$ cat src/rtl/locked_prio_irq_pkg.sv
// Shared types and helpers for the key-locked priority interrupt controller.
//   state_e : unlock FSM states
//   idw_f   : grant index width, never less than one bit
package locked_prio_irq_pkg;

  typedef enum logic [1:0] {
    LOCKED = 2'd0,
    LOAD   = 2'd1,
    ACTIVE = 2'd2
  } state_e;

  function automatic int unsigned idw_f(input int unsigned n);
    return (n > 32'd1) ? 32'($clog2(n)) : 32'd1;
  endfunction

endpackage

$ cat src/rtl/locked_prio_irq_prio_enc.sv
// Fixed-priority encoder: lowest set index of vec_i wins.
//   vec_i   : candidate vector (bit 0 highest priority)
//   idx_o   : index of the winning bit, 0 when none set
//   found_o : at least one bit of vec_i is set
module prio_enc #(
  parameter int unsigned NCH = 9,
  parameter int unsigned IDW = 4
) (
  input  logic [NCH-1:0] vec_i,
  output logic [IDW-1:0] idx_o,
  output logic           found_o
);

  // Scan from the top so the lowest set index is the last one written.
  always_comb begin
    idx_o   = '0;
    found_o = 1'b0;
    for (int i = NCH - 1; i >= 0; i--) begin
      if (vec_i[i]) begin
        idx_o   = IDW'(i);
        found_o = 1'b1;
      end
    end
  end

endmodule

$ cat src/rtl/locked_prio_irq.sv
// Key-locked priority interrupt controller. A serial key must be shifted in
// before requests are accepted; each key bit also selects whether the matching
// request channel is passed straight (1) or inverted (0).
//   clk, rst            : clock, async active-high reset
//   req, en             : level requests (bit 0 highest priority), per-channel enable
//   key_bit, key_load   : serial key, MSB first, one bit per cycle while key_load
//   irq_valid/ready/id  : valid/ready grant handshake carrying the channel index
//   irq_any             : any channel pending
//   unlocked            : controller is in ACTIVE
module locked_prio_irq
  import locked_prio_irq_pkg::*;
#(
  parameter int unsigned NCH = 9,
  parameter int unsigned KW  = 10,
  parameter int unsigned IDW = idw_f(NCH)
) (
  input  logic           clk,
  input  logic           rst,
  input  logic [NCH-1:0] req,
  input  logic [NCH-1:0] en,
  input  logic           key_bit,
  input  logic           key_load,
  output logic           irq_valid,
  input  logic           irq_ready,
  output logic [IDW-1:0] irq_id,
  output logic           irq_any,
  output logic           unlocked
);

  localparam int unsigned CNTW = $clog2(KW + 1);

  state_e          state_q, state_d;
  logic [CNTW-1:0] cnt_q, cnt_d;
  logic [KW-1:0]   key_q, key_d, key_shift_c;
  logic [NCH-1:0]  eff_c, eff_q;
  logic [NCH-1:0]  pend_q, pend_d;
  logic [NCH-1:0]  set_c, clr_c, cand_c;
  logic            valid_q, valid_d;
  logic [IDW-1:0]  id_q, id_d;
  logic            any_q, any_d;
  logic            unl_q, unl_d;
  logic            active_c;
  logic [IDW-1:0]  idx_c;
  logic            found_c;

  // Truncating cast drops the old MSB, so this also works for KW == 1.
  assign key_shift_c = KW'({key_q, key_bit});

  // Effective request: key bit 1 passes the channel, 0 inverts it.
  for (genvar i = 0; i < NCH; i++) begin : g_eff
    assign eff_c[i] = ~(req[i] ^ key_q[i % KW]) & en[i];
  end

  // Unlock FSM and key shift register.
  always_comb begin
    state_d = state_q;
    cnt_d   = cnt_q;
    key_d   = key_q;
    unique case (state_q)
      LOCKED, ACTIVE: begin
        if (key_load) begin
          state_d = LOAD;
          key_d   = key_shift_c;
          cnt_d   = CNTW'(1);
        end
      end
      LOAD: begin
        if (cnt_q == CNTW'(KW)) begin
          state_d = ACTIVE;
          cnt_d   = '0;
        end else if (key_load) begin
          key_d = key_shift_c;
          cnt_d = cnt_q + CNTW'(1);
        end else begin
          state_d = LOCKED;
          cnt_d   = '0;
        end
      end
      default: begin
        state_d = LOCKED;
        cnt_d   = '0;
      end
    endcase
  end

  // Pending set/clear and the grant output register.
  always_comb begin
    // Leaving ACTIVE this edge wipes pending and the grant in the same edge.
    active_c = (state_q == ACTIVE) && (state_d == ACTIVE);
    set_c    = active_c ? (eff_c & ~eff_q) : '0;
    clr_c    = (valid_q && irq_ready) ? (NCH'(1) << id_q) : '0;
    // Set after clear: a re-raised request survives its own acknowledge.
    pend_d   = active_c ? ((pend_q & ~clr_c) | set_c) : '0;
    cand_c   = pend_q & ~clr_c;
    valid_d  = valid_q;
    id_d     = id_q;
    if (!active_c) begin
      valid_d = 1'b0;
      id_d    = '0;
    end else if (!valid_q || irq_ready) begin
      valid_d = found_c;
      id_d    = idx_c;
    end
    any_d = |pend_d;
    unl_d = (state_d == ACTIVE);
  end

  prio_enc #(
    .NCH(NCH),
    .IDW(IDW)
  ) u_prio_enc (
    .vec_i  (cand_c),
    .idx_o  (idx_c),
    .found_o(found_c)
  );

  always_ff @(posedge clk or posedge rst) begin
    if (rst) begin
      state_q <= LOCKED;
      cnt_q   <= '0;
      key_q   <= '0;
      eff_q   <= '0;
      pend_q  <= '0;
      valid_q <= 1'b0;
      id_q    <= '0;
      any_q   <= 1'b0;
      unl_q   <= 1'b0;
    end else begin
      state_q <= state_d;
      cnt_q   <= cnt_d;
      key_q   <= key_d;
      eff_q   <= eff_c;
      pend_q  <= pend_d;
      valid_q <= valid_d;
      id_q    <= id_d;
      any_q   <= any_d;
      unl_q   <= unl_d;
    end
  end

  assign irq_valid = valid_q;
  assign irq_id    = id_q;
  assign irq_any   = any_q;
  assign unlocked  = unl_q;

endmodule

$ cat config.mk
export PLATFORM = sky130hd
export DESIGN_NAME = locked_prio_irq
export DESIGN_NICKNAME = d
export VERILOG_FILES = /design/src/rtl/locked_prio_irq_pkg.sv /design/src/rtl/locked_prio_irq_prio_enc.sv /design/src/rtl/locked_prio_irq.sv
export SDC_FILE = /design/constraint.sdc
export NUM_CORES = 1
export LEC_CHECK = 0
export BUFFER_PORTS_ARGS = -buffer_cell sky130_fd_sc_hd__buf_4
export CORE_MARGIN = 4
export CORE_UTILIZATION = 56
export DETAILED_ROUTE_END_ITERATION = 7
export PLACE_DENSITY = 0.82
export SYNTH_ARGS = -nofsm -noshare
export SYNTH_HDL_FRONTEND = slang
export SYNTH_SLANG_ARGS = --single-unit
export TNS_END_PERCENT = 50
$ cat constraint.sdc
create_clock -name clk -period 2.2 [get_ports clk]
set_input_delay 0.44 -clock clk [delete_from_list [all_inputs] [get_ports clk]]
set_output_delay 0.44 -clock clk [all_outputs]
set_load 0.05 [all_outputs]
==> results list, run 1 <==
- The via count of the first global-routing pass was about 1500.
* Worst setup margin: 0.3462 ns
- Post-CTS repair changed the size of 0 cells.
- After clock tree synthesis, the flow added hold-fix buffers numbering 0.
- Fill cells: 276
- Buffers inserted by post-CTS timing repair: 0
- Total area of multi-input combinational cells: just under 900 um2
- Insertion delay to the later sink of the worst-skew pair: 0.35 ns
* Number of pins exceeding their max-slew limit in the final report: 0
- Setup violations remaining at the end of the flow were counted as 0.
- Synthesis instantiated 40 different standard cells from the library.
- Once layout is complete, the cells apart from fillers number approximately 250.
* Drt first-iter violations: a little over 90
- Number of enable-type register cells in the synthesized netlist: 0
- Cell types with the largest area share after synthesis: sky130_fd_sc_hd__dfrtp_1, sky130_fd_sc_hd__mux2_2, sky130_fd_sc_hd__xnor2_1
- 30 I/O pins were placed.
* Setup TNS after final layout: 0 ns
* Share of flip-flops with an asynchronous set or reset after synthesis: 100.0%
- Largest net degree at the start of global routing: between 40 and 50
- First-pass GRT wire length: 6796 um
- Setup repair after global routing missed its margin: false
* Synthesized area per cell: about 11 um2
- Summed over all nets, the half-perimeter wirelength after detailed placement is 2993 um.
- Clock root buffer: sky130_fd_sc_hd__clkbuf_4
- Minimum period implied by the final worst setup slack: 1.854 ns
* Placer congestion estimate: 1.036
- H-tree depth reported by CTS: 2
- In this run, synthesis produced a sequential element count of 40.
- The number of antenna violations at the first check in global routing was 0.
* Register area: approximately 1000 um2
- Number of cell rows: 21
* Pwr per Cell Area: 693.0 nW/um2
* Cts bufs inserted: 5
- Number of nets still failing antenna checks after routing: 0
- Critical path launch point type: flip-flop
- Max-cap check violation count: 0
- Peak ir drop on the vdd network: around 560 uV
* Worst slew margin relative to its limit: 64.84%
- Total GRT Usage: 20.78%
- Worst-margin pin slew: 0.5230 ns
- TritonCTS built the clock tree.
* DIE HEIGHT: between 60 and 70 um
- Area of the placeable core: around 3300 um2
* Post-Syn Nets: 198
* Clock-pin slew reported for the worst setup and hold paths after clock tree synthesis: 0.12 ns
* Worst-case setup slack after placement: 0.3343 ns
- In the final layout, the share of cells above drive strength 1 is between 20% and 30%.
- Fraction of the cycle the final worst path needs: a little over four fifths
- STA puts the critical path data required time at 2.46 ns.
- Most common library cells after synthesis: sky130_fd_sc_hd__dfrtp_1, sky130_fd_sc_hd__o21ai_0, sky130_fd_sc_hd__mux2_2, sky130_fd_sc_hd__nand2_1
- Clock skew: approximately 0.011 ns
- Aggregate global routing overflow: 0
- Sequential cell area fraction in the yosys report: 51.78%
- DRC violations left: 0
* Share of the synthesized area in the top cell type: roughly half
- In this run the critical register-to-register path is launched from irq_id[0].
- Total power of the final layout: 0.001579 W
- Full die area: roughly 4500 um2
- CP max FO: 13
- Arr. time, crit path: 2.11 ns
- For this run, the detailed router's first-pass iteration total came to 4.
- Maximum frequency from static timing analysis: 0.5394 GHz
- Dividing the detail-routed wire length by the instance count gives approximately 15 um.
* Final antenna diode count: 0
- Starting density of the core: 57.93%
* Most common cell in the synthesized netlist: sky130_fd_sc_hd__dfrtp_1
- During synthesis, Yosys emitted a total of 0 warnings.
- Port Buffers: 29
- Sort of element at the end of the critical path: flip-flop
- Instance count of the mapped netlist: approximately 170
- The clock passes through at most 2 buffers.
- From synthesis to final layout, the design area changed by 17.86%.
- The synthesized design spends more area on one cell type than any other, namely sky130_fd_sc_hd__dfrtp_1.
- By startpoint and endpoint, the worst setup path is classified as reg2reg.
- Via count of the routed design: 1441
* Net total in the final layout: 232
* Final hold viol count: 0
- Width of the die: 66.76 um
* Min-delay worst type: in2async
* Netlist area before placement: about 1900 um2
* Via density: ~5.7
* Status: complete, no violations
- Total wire length after detailed routing: 3935 um
- Leading register cell type out of synthesis: sky130_fd_sc_hd__dfrtp_1
* Clk sinks: 40
* Reported leakage power: 1.039 nW
* Number of placed cells counting well taps: 246
- Critical path launch point: irq_id[0]
==> cell usage in the layout (no fill, tap or decap), types with 2 or more instances in the layout <==
cell type,instances
sky130_fd_sc_hd__nand2b_1,4
sky130_fd_sc_hd__clkbuf_4,5
sky130_fd_sc_hd__mux2_2,10
sky130_fd_sc_hd__a21oi_1,7
sky130_fd_sc_hd__ha_1,2
sky130_fd_sc_hd__o31ai_1,6
sky130_fd_sc_hd__o21ai_0,13
sky130_fd_sc_hd__nand3b_1,9
sky130_fd_sc_hd__nand3_1,4
sky130_fd_sc_hd__nor2b_1,2
sky130_fd_sc_hd__xnor2_1,9
sky130_fd_sc_hd__buf_4,32
sky130_fd_sc_hd__nand4b_1,3
sky130_fd_sc_hd__mux2i_1,2
sky130_fd_sc_hd__and2_1,9
sky130_fd_sc_hd__nand2_1,10
sky130_fd_sc_hd__inv_1,9
sky130_fd_sc_hd__a31oi_1,2
sky130_fd_sc_hd__nor4_1,2
sky130_fd_sc_hd__o32ai_1,2
sky130_fd_sc_hd__dfrtp_1,40
sky130_fd_sc_hd__o32a_1,2
sky130_fd_sc_hd__nor2_1,5
==> worst max-delay path, stage by stage (launching register included) <==
cell and delay (ns):
sky130_fd_sc_hd__dfrtp_1 0.60, sky130_fd_sc_hd__mux2_2 0.38, sky130_fd_sc_hd__o32a_1 0.29, sky130_fd_sc_hd__nor2_1 0.20, sky130_fd_sc_hd__nand3_2 0.11, sky130_fd_sc_hd__o31ai_2 0.18
==> area by class of cell <==
type | instances | share of cell area, %
clock buffer | 6 | 1.812
sequential | 40 | 43.93
timing repair buffer | 32 | 10.54
clock inverter | 2 | 1.538
multi-input combinational | 119 | 38.17
tap | 46 | 2.526
inverter | 9 | 1.483
==> metrics by stage <==
stage / util, % / hold slack (ns) / instance area [um2]
after floorplan: - / 0.4414 / 1933
after global placement: 65.99 / 0.4613 / 2202
after detailed placement: 65.99 / 0.4821 / 2202
after CTS: 68.28 / 0.2038 / 2278
after global routing: 68.28 / 0.2343 / 2278
final: 68.28 / 0.2031 / 2278
==> worst paths after layout <==
kind                             end  slack, ns  depth (start not counted)
min in group clk            eff_q[4]       0.31                          2
max in group asynchronous  irq_id[3]       1.65                          3
min reg2reg                 cnt_q[3]       0.50                          1
min                         key_q[5]       0.20                          3
max reg2reg                irq_id[3]       0.35                          5
max                        irq_id[3]       0.35                          5
==> state kept, by name (all words and copies together), names as in the netlist <==
| signal | flops |
|---|---|
| eff_q | 9 |
| key_q | 9 |
| pend_q | 9 |
| cnt_q | 4 |
| irq_id | 4 |
| state_q | 2 |
| irq_any | 1 |
| irq_valid | 1 |
| unlocked | 1 |
==> logic make-up (layout without fill, tap and decap cells) <==
kind of cell / after synthesis / in the layout / share of synthesized area [%]
AO/OA/AOI/OAI: 39 / 39 / 13.40
XOR/XNOR: 9 / 9 / 4.078
adder cells (fa/ha/maj): 2 / 2 / 1.294
buffers and inverters: 14 / 49 / 3.236
flip-flops: 40 / 40 / 51.78
multiplexers: 13 / 13 / 7.443
AND/OR/NAND/NOR: 56 / 56 / 18.77
==> report_power, final <==
| part | total (W) | leakage [nW] | switching (W) | internal [W] |
|---|---|---|---|---|
| logic | 0.000232 | 0.473 | 0.0000953 | 0.000137 |
| clock network | 0.000469 | 0.0422 | 0.000231 | 0.000238 |
| registers | 0.000878 | 0.524 | 0.0000561 | 0.000822 |
==> metal layers <==
layer / track usage [%] / wire [um] / up-vias
met4: 10.41 / 97 / 0
li1: - / - / 690
met3: 5.565 / 169 / 11
met5: 0 / 0 / -
met1: 26.96 / 1760 / 697
met2: 31.93 / 1907 / 43
Power figures use the tool's default switching activity.
==> inputs of run 2 (changes only) <==
Settings changed: CORE_UTILIZATION 56 to 50, PLACE_DENSITY 0.82 to 0.77.
Clock period 2.2 ns to 1.7 ns, I/O delays scaled along.
==> results list, run 2 (same netlist as run 1, synthesis figures left out) <==
- The overall routed net length came to 4023 um (+2.2%).
- Full die area: 4925 um2 (+11%)
- Final setup violation count: 0 (unchanged)
- The count of final hold-check violations is 0 (unchanged).
* Final antenna diode count: 0 (unchanged)
- First-pass GRT wire length: 6617 um (-2.6%)
- Iteration count of the initial detailed-routing pass: 4 (unchanged)
- WS Path Type: reg2reg
- The placement-stage cell area is 2311 um2 (+4.9%).
- Cts bufs inserted: 5 (unchanged)
- The die height is 70.18 um (+5.1%).
- Aggregate global routing overflow: 0 (unchanged)
* Max-cap check violation count: 0 (unchanged)
- H-tree depth reported by CTS: 2 (unchanged)
- Clock root buffer: sky130_fd_sc_hd__clkbuf_8
- Hold buffer count at cts: 0 (unchanged)
- In this run the worst setup path begins at irq_id[3].
- The number of antenna violations at the first check in global routing came to 0 (unchanged).
* Net total in the final layout: 248 (+6.9%)
* Worst slew margin relative to its limit: 67.52% (+2.7 points)
* Fin util: 68.35% (+0.072 points)
* Clock-pin slew reported for the worst setup and hold paths after clock tree synthesis: 0.07 ns (-0.05 ns)
* Maximum clock path buffer count: 2 (unchanged)
- The overall power came to 0.002270 W (+44%).
- Maximum frequency from static timing analysis: 0.5941 GHz (+10%)
* Via density: 5.415 (-4.5%)
- Number of nets still failing antenna checks after routing: 0 (unchanged)
* Via count of the routed design: 1473 (+2.2%)
- The DRC violations left came to 0 (unchanged).
* Startpoint of the most critical register-to-register path: irq_id[3]
- Most frequent cells in the layout: sky130_fd_sc_hd__buf_4, sky130_fd_sc_hd__dfrtp_1, sky130_fd_sc_hd__nand2_1, sky130_fd_sc_hd__mux2_2, sky130_fd_sc_hd__o21ai_0
- TritonCTS built the clock tree.
* Fraction of final layout cells with drive strength greater than 1: 38.39% (+12 points)
- The clock latency on the worst-skew pair was 0.28 ns (-0.07 ns).
- The fill cell instance count of the final layout is 289 (+4.7%).
- The worst hold path belongs to the class in2async.
- The area inside the core boundary was 3689 um2 (+11%).
- STA classifies the critical path endpoint as a flip-flop.
* Number of cell rows: 22 (+4.8%)
* Largest net degree at the start of global routing: 41 (unchanged)
- Starting density of the core: 52.41% (-5.5 points)
- Minimum period implied by the final worst setup slack: 1.683 ns (-0.1707 ns)
- Drt first-iter violations: 78 (-15%)
- The number of max-slew violations in the final report was 0 (unchanged).
* Placer congestion estimate: 0.9160 (-12%)
- The number of placed I/O pins is 30 (unchanged).
* Final Cell Area: 2521 um2 (+11%)
- The leakage power total was 1.140 nW (+9.7%).
- The worst path arrival time came to 1.84 ns (-0.27 ns).
- The clock sink count is 40 (unchanged).
- The routed length per instance was 14.79 um (-4.5%).
* DP HPWL: 3018 um (+0.81%)
- Setup repair after global routing could not meet its margin everywhere.
* Most common cell after layout, fill and taps aside: sky130_fd_sc_hd__buf_4
- Layout Area Growth over Synthesis: 30.42%
- Endpoint required time on the critical path: 1.86 ns (-0.60 ns)
- Status: complete, no violations
- The total power density per cell area came to 900.4 nW/um2 (+30%).
- The via count of the first global-routing pass came to 1472 (+1.5%).
- Worst-margin pin slew: 0.4871 ns (-0.03581 ns)
* Critical path launch point type: flip-flop
- Largest registers: eff_q x9, key_q x9, pend_q x9
* CP max FO: 5 (-8)
* Fraction of the cycle the final worst path needs: 99.01% (+15 points)
- Port Buffers: 29 (unchanged)
- The die width came to 70.18 um (+5.1%).
- The highest ir drop seen on vdd came to 665.5 uV (+18%).
* Clock skew: 0.005062 ns (-0.005926 ns)
* Total GRT Usage: 16.95% (-3.8 points)
## run 2: cell types whose count changed in the layout (fill, tap and decap cells not counted), sizes merged
cell    delta
buf       +16
clkbuf     +1
clkinv     -1
## run 2: worst paths after layout
path	endpoint	slack [ns]	depth (start not counted)
setup reg to reg	irq_any	0.02	5
hold reg to reg	pend_q[7]	0.48	1
hold / removal	cnt_q[0]	0.17	3
setup / recovery	irq_any	0.02	5
min in group clk	eff_q[8]	0.27	3
max in group asynchronous	irq_id[1]	1.16	3
## run 2: per-layer routing
metal,global-route usage [%],wire length (um),up-vias
li1,-,-,722
met1,20.76,1708,709
met2,29.49,2082,38
met3,4.029,204,4
met4,5.106,28,0
met5,0,0,-
## run 2: through the flow
step	setup slack (ns)	hold slack, ns	TNS (ns)	instances
after floorplan	-0.06536	0.4414	-0.06536	173
after global placement	-0.07090	0.4613	-0.07090	259
after detailed placement	-0.1133	0.4609	-0.1448	259
after CTS	0.009708	0.1765	0	268
after global routing	-0.09970	0.2081	-0.2210	272
final	0.01689	0.1687	0	272
## run 2: power by group
group | switching, W | internal (W) | leakage [nW]
registers | 0.0000719 | 0.00106 | 0.516
clock network | 0.000309 | 0.000518 | 0.0645
logic | 0.000122 | 0.000185 | 0.560
total | 0.000503 | 0.00177 | 1.14
## run 2: layout make-up
type,instances,area (um2),area share [%]
Clock buffer,7,96.34,3.821
Clock inverter,1,30.03,1.191
Inverter,9,33.78,1.340
Multi-Input combinational cell,119,920.9,36.53
Sequential cell,40,1007,39.95
Tap cell,48,60.06,2.382
Timing Repair Buffer,48,372.9,14.79
## run 2: worst max-delay path, stage by stage (launching register included)
cell and delay (ns):
sky130_fd_sc_hd__dfrtp_2 0.43, sky130_fd_sc_hd__nand4b_1 0.32, sky130_fd_sc_hd__o31ai_2 0.29, sky130_fd_sc_hd__a21oi_2 0.11, sky130_fd_sc_hd__nor4_2 0.31, sky130_fd_sc_hd__nand3b_1 0.10
## run 2: what timing repair did
action | CTS | global route
endpoints found under the setup margin | 3 | 15
setup buffers | 1 | 4
pin swaps | 2 | 5
resized for setup | 2 | 11
==> inputs of run 3 (changes only) <==
Settings changed: PLACE_DENSITY 0.77 to 0.78.
==> results list, run 3 (same netlist as run 1, synthesis figures left out) <==
- TritonCTS built the clock tree.
* Full die area: 4925 um2 (unchanged)
- The buffering stage count on the worst path with inverters included was 3 (+3).
* Kind of cell adding the most delay to the critical path: buffers and inverters
* Worst reg2reg path depth: 8 (+3)
* Fraction of final layout cells with drive strength greater than 1: 38.67% (+0.27 points)
- Violations in the final reports: setup timing
- Aggregate global routing overflow: 0 (unchanged)
- Via density: 5.560 (+2.7%)
* Clock root buffer: sky130_fd_sc_hd__clkbuf_8
* Layout Area Growth over Synthesis: 31.72%
* Routed length per placed instance: 15.46 um (+4.5%)
- Number of nets still failing antenna checks after routing: 0 (unchanged)
- Total GRT Usage: 18.20% (+1.3 points)
* Cts bufs inserted: 5 (unchanged)
- The flow ran to the end, but the final reports show violations.
- The total of hold buffers inserted after clock tree synthesis came to 0 (unchanged).
- DRC violations left: 0 (unchanged)
- The largest individual stage delay along the critical path comes from the cell sky130_fd_sc_hd__dfrtp_2.
* Critical path launch point type: flip-flop
- Most common cell type on the critical path: sky130_fd_sc_hd__buf_4
- The fill cell instance count of the final layout came to 280 (-3.1%).
- Reported leakage power: 1.148 nW (+0.68%)
- Max-cap check violation count: 0 (unchanged)
- Largest net degree at the start of global routing: 41 (unchanged)
- Worst-margin pin slew: 0.4894 ns (+0.002235 ns)
- Maximum clock path buffer count: 2 (unchanged)
- Port Buffers: 29 (unchanged)
* Most frequent cells in the layout: sky130_fd_sc_hd__buf_4, sky130_fd_sc_hd__dfrtp_1, sky130_fd_sc_hd__nand2_1, sky130_fd_sc_hd__o21ai_0
- Traced cell by cell, the critical path runs through buf_4 > buf_4 > and4b_1 > buf_4 > a211o_1 > o211ai_1 > nand4_1 > nand3_1.
- The number of antenna violations at the first check in global routing is 0 (unchanged).
- Worst slew margin relative to its limit: 67.37% (-0.15 points)
- Clock-pin slew reported for the worst setup and hold paths after clock tree synthesis: 0.08 ns (about the same)
* Final antenna diode count: 0 (unchanged)
- The detailed placement HPWL was 3199 um (+6.0%).
- Following the worst setup path forward leads to its endpoint at irq_id[0].
- The setup slack at placement is -0.07064 ns (+0.04269 ns).
* Insertion delay to the later sink of the worst-skew pair: 0.29 ns (about the same)
* Destination of the worst register-to-register timing path: irq_id[0]
* H-tree depth reported by CTS: 2 (unchanged)
- The highest ir drop seen on vdd was 717.8 uV (+7.9%).
- The clock sink count came to 40 (unchanged).
- The period utilization was 101.3% (+2.3 points).
- Most common cell after layout, fill and taps aside: sky130_fd_sc_hd__buf_4
* Placer congestion estimate: 0.9109 (-0.56%)
- The post-layout worst setup margin is -0.02208 ns (-0.03897 ns).
- Setup repair after global routing missed its margin: true
* Pwr per Cell Area: 894.2 nW/um2 (-0.69%)
- The largest driver fanout on the critical path is 3 (-2).
- Critical path launch point: irq_id[2]
- The clock period minus final worst setup slack came to 1.722 ns (+0.03897 ns).
- Total wire length after detailed routing: 4220 um (+4.9%)
* Final setup violation count: 2 (+2)
- Number of pins exceeding their max-slew limit in the final report: 0 (unchanged)
- Number of gates on the worst path with buffers counted: 8 (+3)
- Arr. time, crit path: 1.95 ns (+0.11 ns)
- DIE HEIGHT: 70.18 um (unchanged)
- The tightest min-delay check is of the in2async type.
* Starting density of the core: 52.41% (unchanged)
* Endpoint required time on the critical path: 1.92 ns (+0.06 ns)
* WS Path Type: reg2reg
- Ports placed on the boundary: 30 (unchanged)
- Area of the placeable core: 3689 um2 (unchanged)
- Largest registers: eff_q x9, key_q x9, pend_q x9
- Width of the die: 70.18 um (unchanged)
- In this run the critical register-to-register path is launched from irq_id[2].
- Clock skew: 0.005758 ns (+0.0006959 ns)
- The core occupancy in the finished layout is 69.03% (+0.68 points).
- Via count of the first global-routing pass: 1572 (+6.8%)
* Via count of the routed design: 1518 (+3.1%)
- Final hold viol count: 0 (unchanged)
- The worst hold-check slack came to 0.1665 ns (-0.002224 ns).
* Sort of element at the end of the critical path: flip-flop
* Delay of the slowest critical-path stage: 0.42 ns (about the same)
- The fmax was 0.5807 GHz (-2.3%).
* Iteration count of the initial detailed-routing pass: 4 (unchanged)
- The overall power came to 0.002277 W (+0.30%).
- First-pass GRT wire length: 7107 um (+7.4%)
* Number of cell rows: 22 (unchanged)
* Reg-to-reg setup timing slack: -0.02 ns (-0.04 ns)
- Net total in the final layout: 249 (+0.40%)
- Drt first-iter violations: 184 (+140%)
==> run 3: cell count changes in the layout (fill, tap and decap cells not counted), sizes merged <==
cell  delta
buf      +1
==> run 3: final cells by class <==
class | count | area (um2) | share of cell area, %
multi-input cells | 119 | 938.4 | 36.86
inverters | 9 | 33.78 | 1.327
well taps | 48 | 60.06 | 2.359
repair buffers | 49 | 380.4 | 14.94
clock inverters | 1 | 30.03 | 1.179
flip-flops and latches | 40 | 1007 | 39.56
clock buffers | 7 | 96.34 | 3.784
==> run 3: power by group <==
group / internal [W] / total, W / switching (W)
logic: 0.000185 / 0.000307 / 0.000122
clock network: 0.000518 / 0.000832 / 0.000314
registers: 0.00106 / 0.00114 / 0.0000738
==> run 3: worst min-delay path by stage <==
stage	to	startpoint	cells past startpoint	slack, ns
after floorplan	pend_q[7]	eff_q[7]	1	0.44
after global placement	cnt_q[3]	cnt_q[3]	1	0.46
after detailed placement	pend_q[7]	eff_q[7]	1	0.49
after CTS	state_q[0]	rst	3	0.18
after global routing	key_q[5]	rst	3	0.21
final	eff_q[5]	rst	3	0.17
==> run 3: tightest hold or removal path, stage by stage <==
cell and delay [ns]:
sky130_fd_sc_hd__buf_4 0.11, sky130_fd_sc_hd__inv_1 0.04, sky130_fd_sc_hd__buf_4 0.42
==> run 3: what timing repair did <==
item                                    in CTS  in global routing
endpoints found under the setup margin       3                 14
gates resized for setup                      2                 13
pin swaps                                    0                  9
buffers inserted                             0                  4
==> run 3: layer usage <==
layer / wire length [um] / share of wire, % / global-route usage (%) / up-vias
met5: 0 / 0 / 0 / -
met4: 90 / 2.1 / 8.511 / 0
met3: 210 / 5.0 / 3.885 / 13
met2: 2090 / 50 / 28.96 / 52
met1: 1828 / 43 / 23.65 / 732
li1: - / - / - / 721
==> run 3: metrics by stage <==
stage / TNS [ns] / instances / cell area (um2)
6_report: -0.03640 / 273 / 2546
5_1_grt: -0.3371 / 273 / 2546
4_1_cts: -0.03756 / 269 / 2452
3_5_place_dp: -0.08189 / 261 / 2326
3_3_place_gp: -0.03394 / 261 / 2326
2_1_floorplan: -0.06536 / 173 / 1944
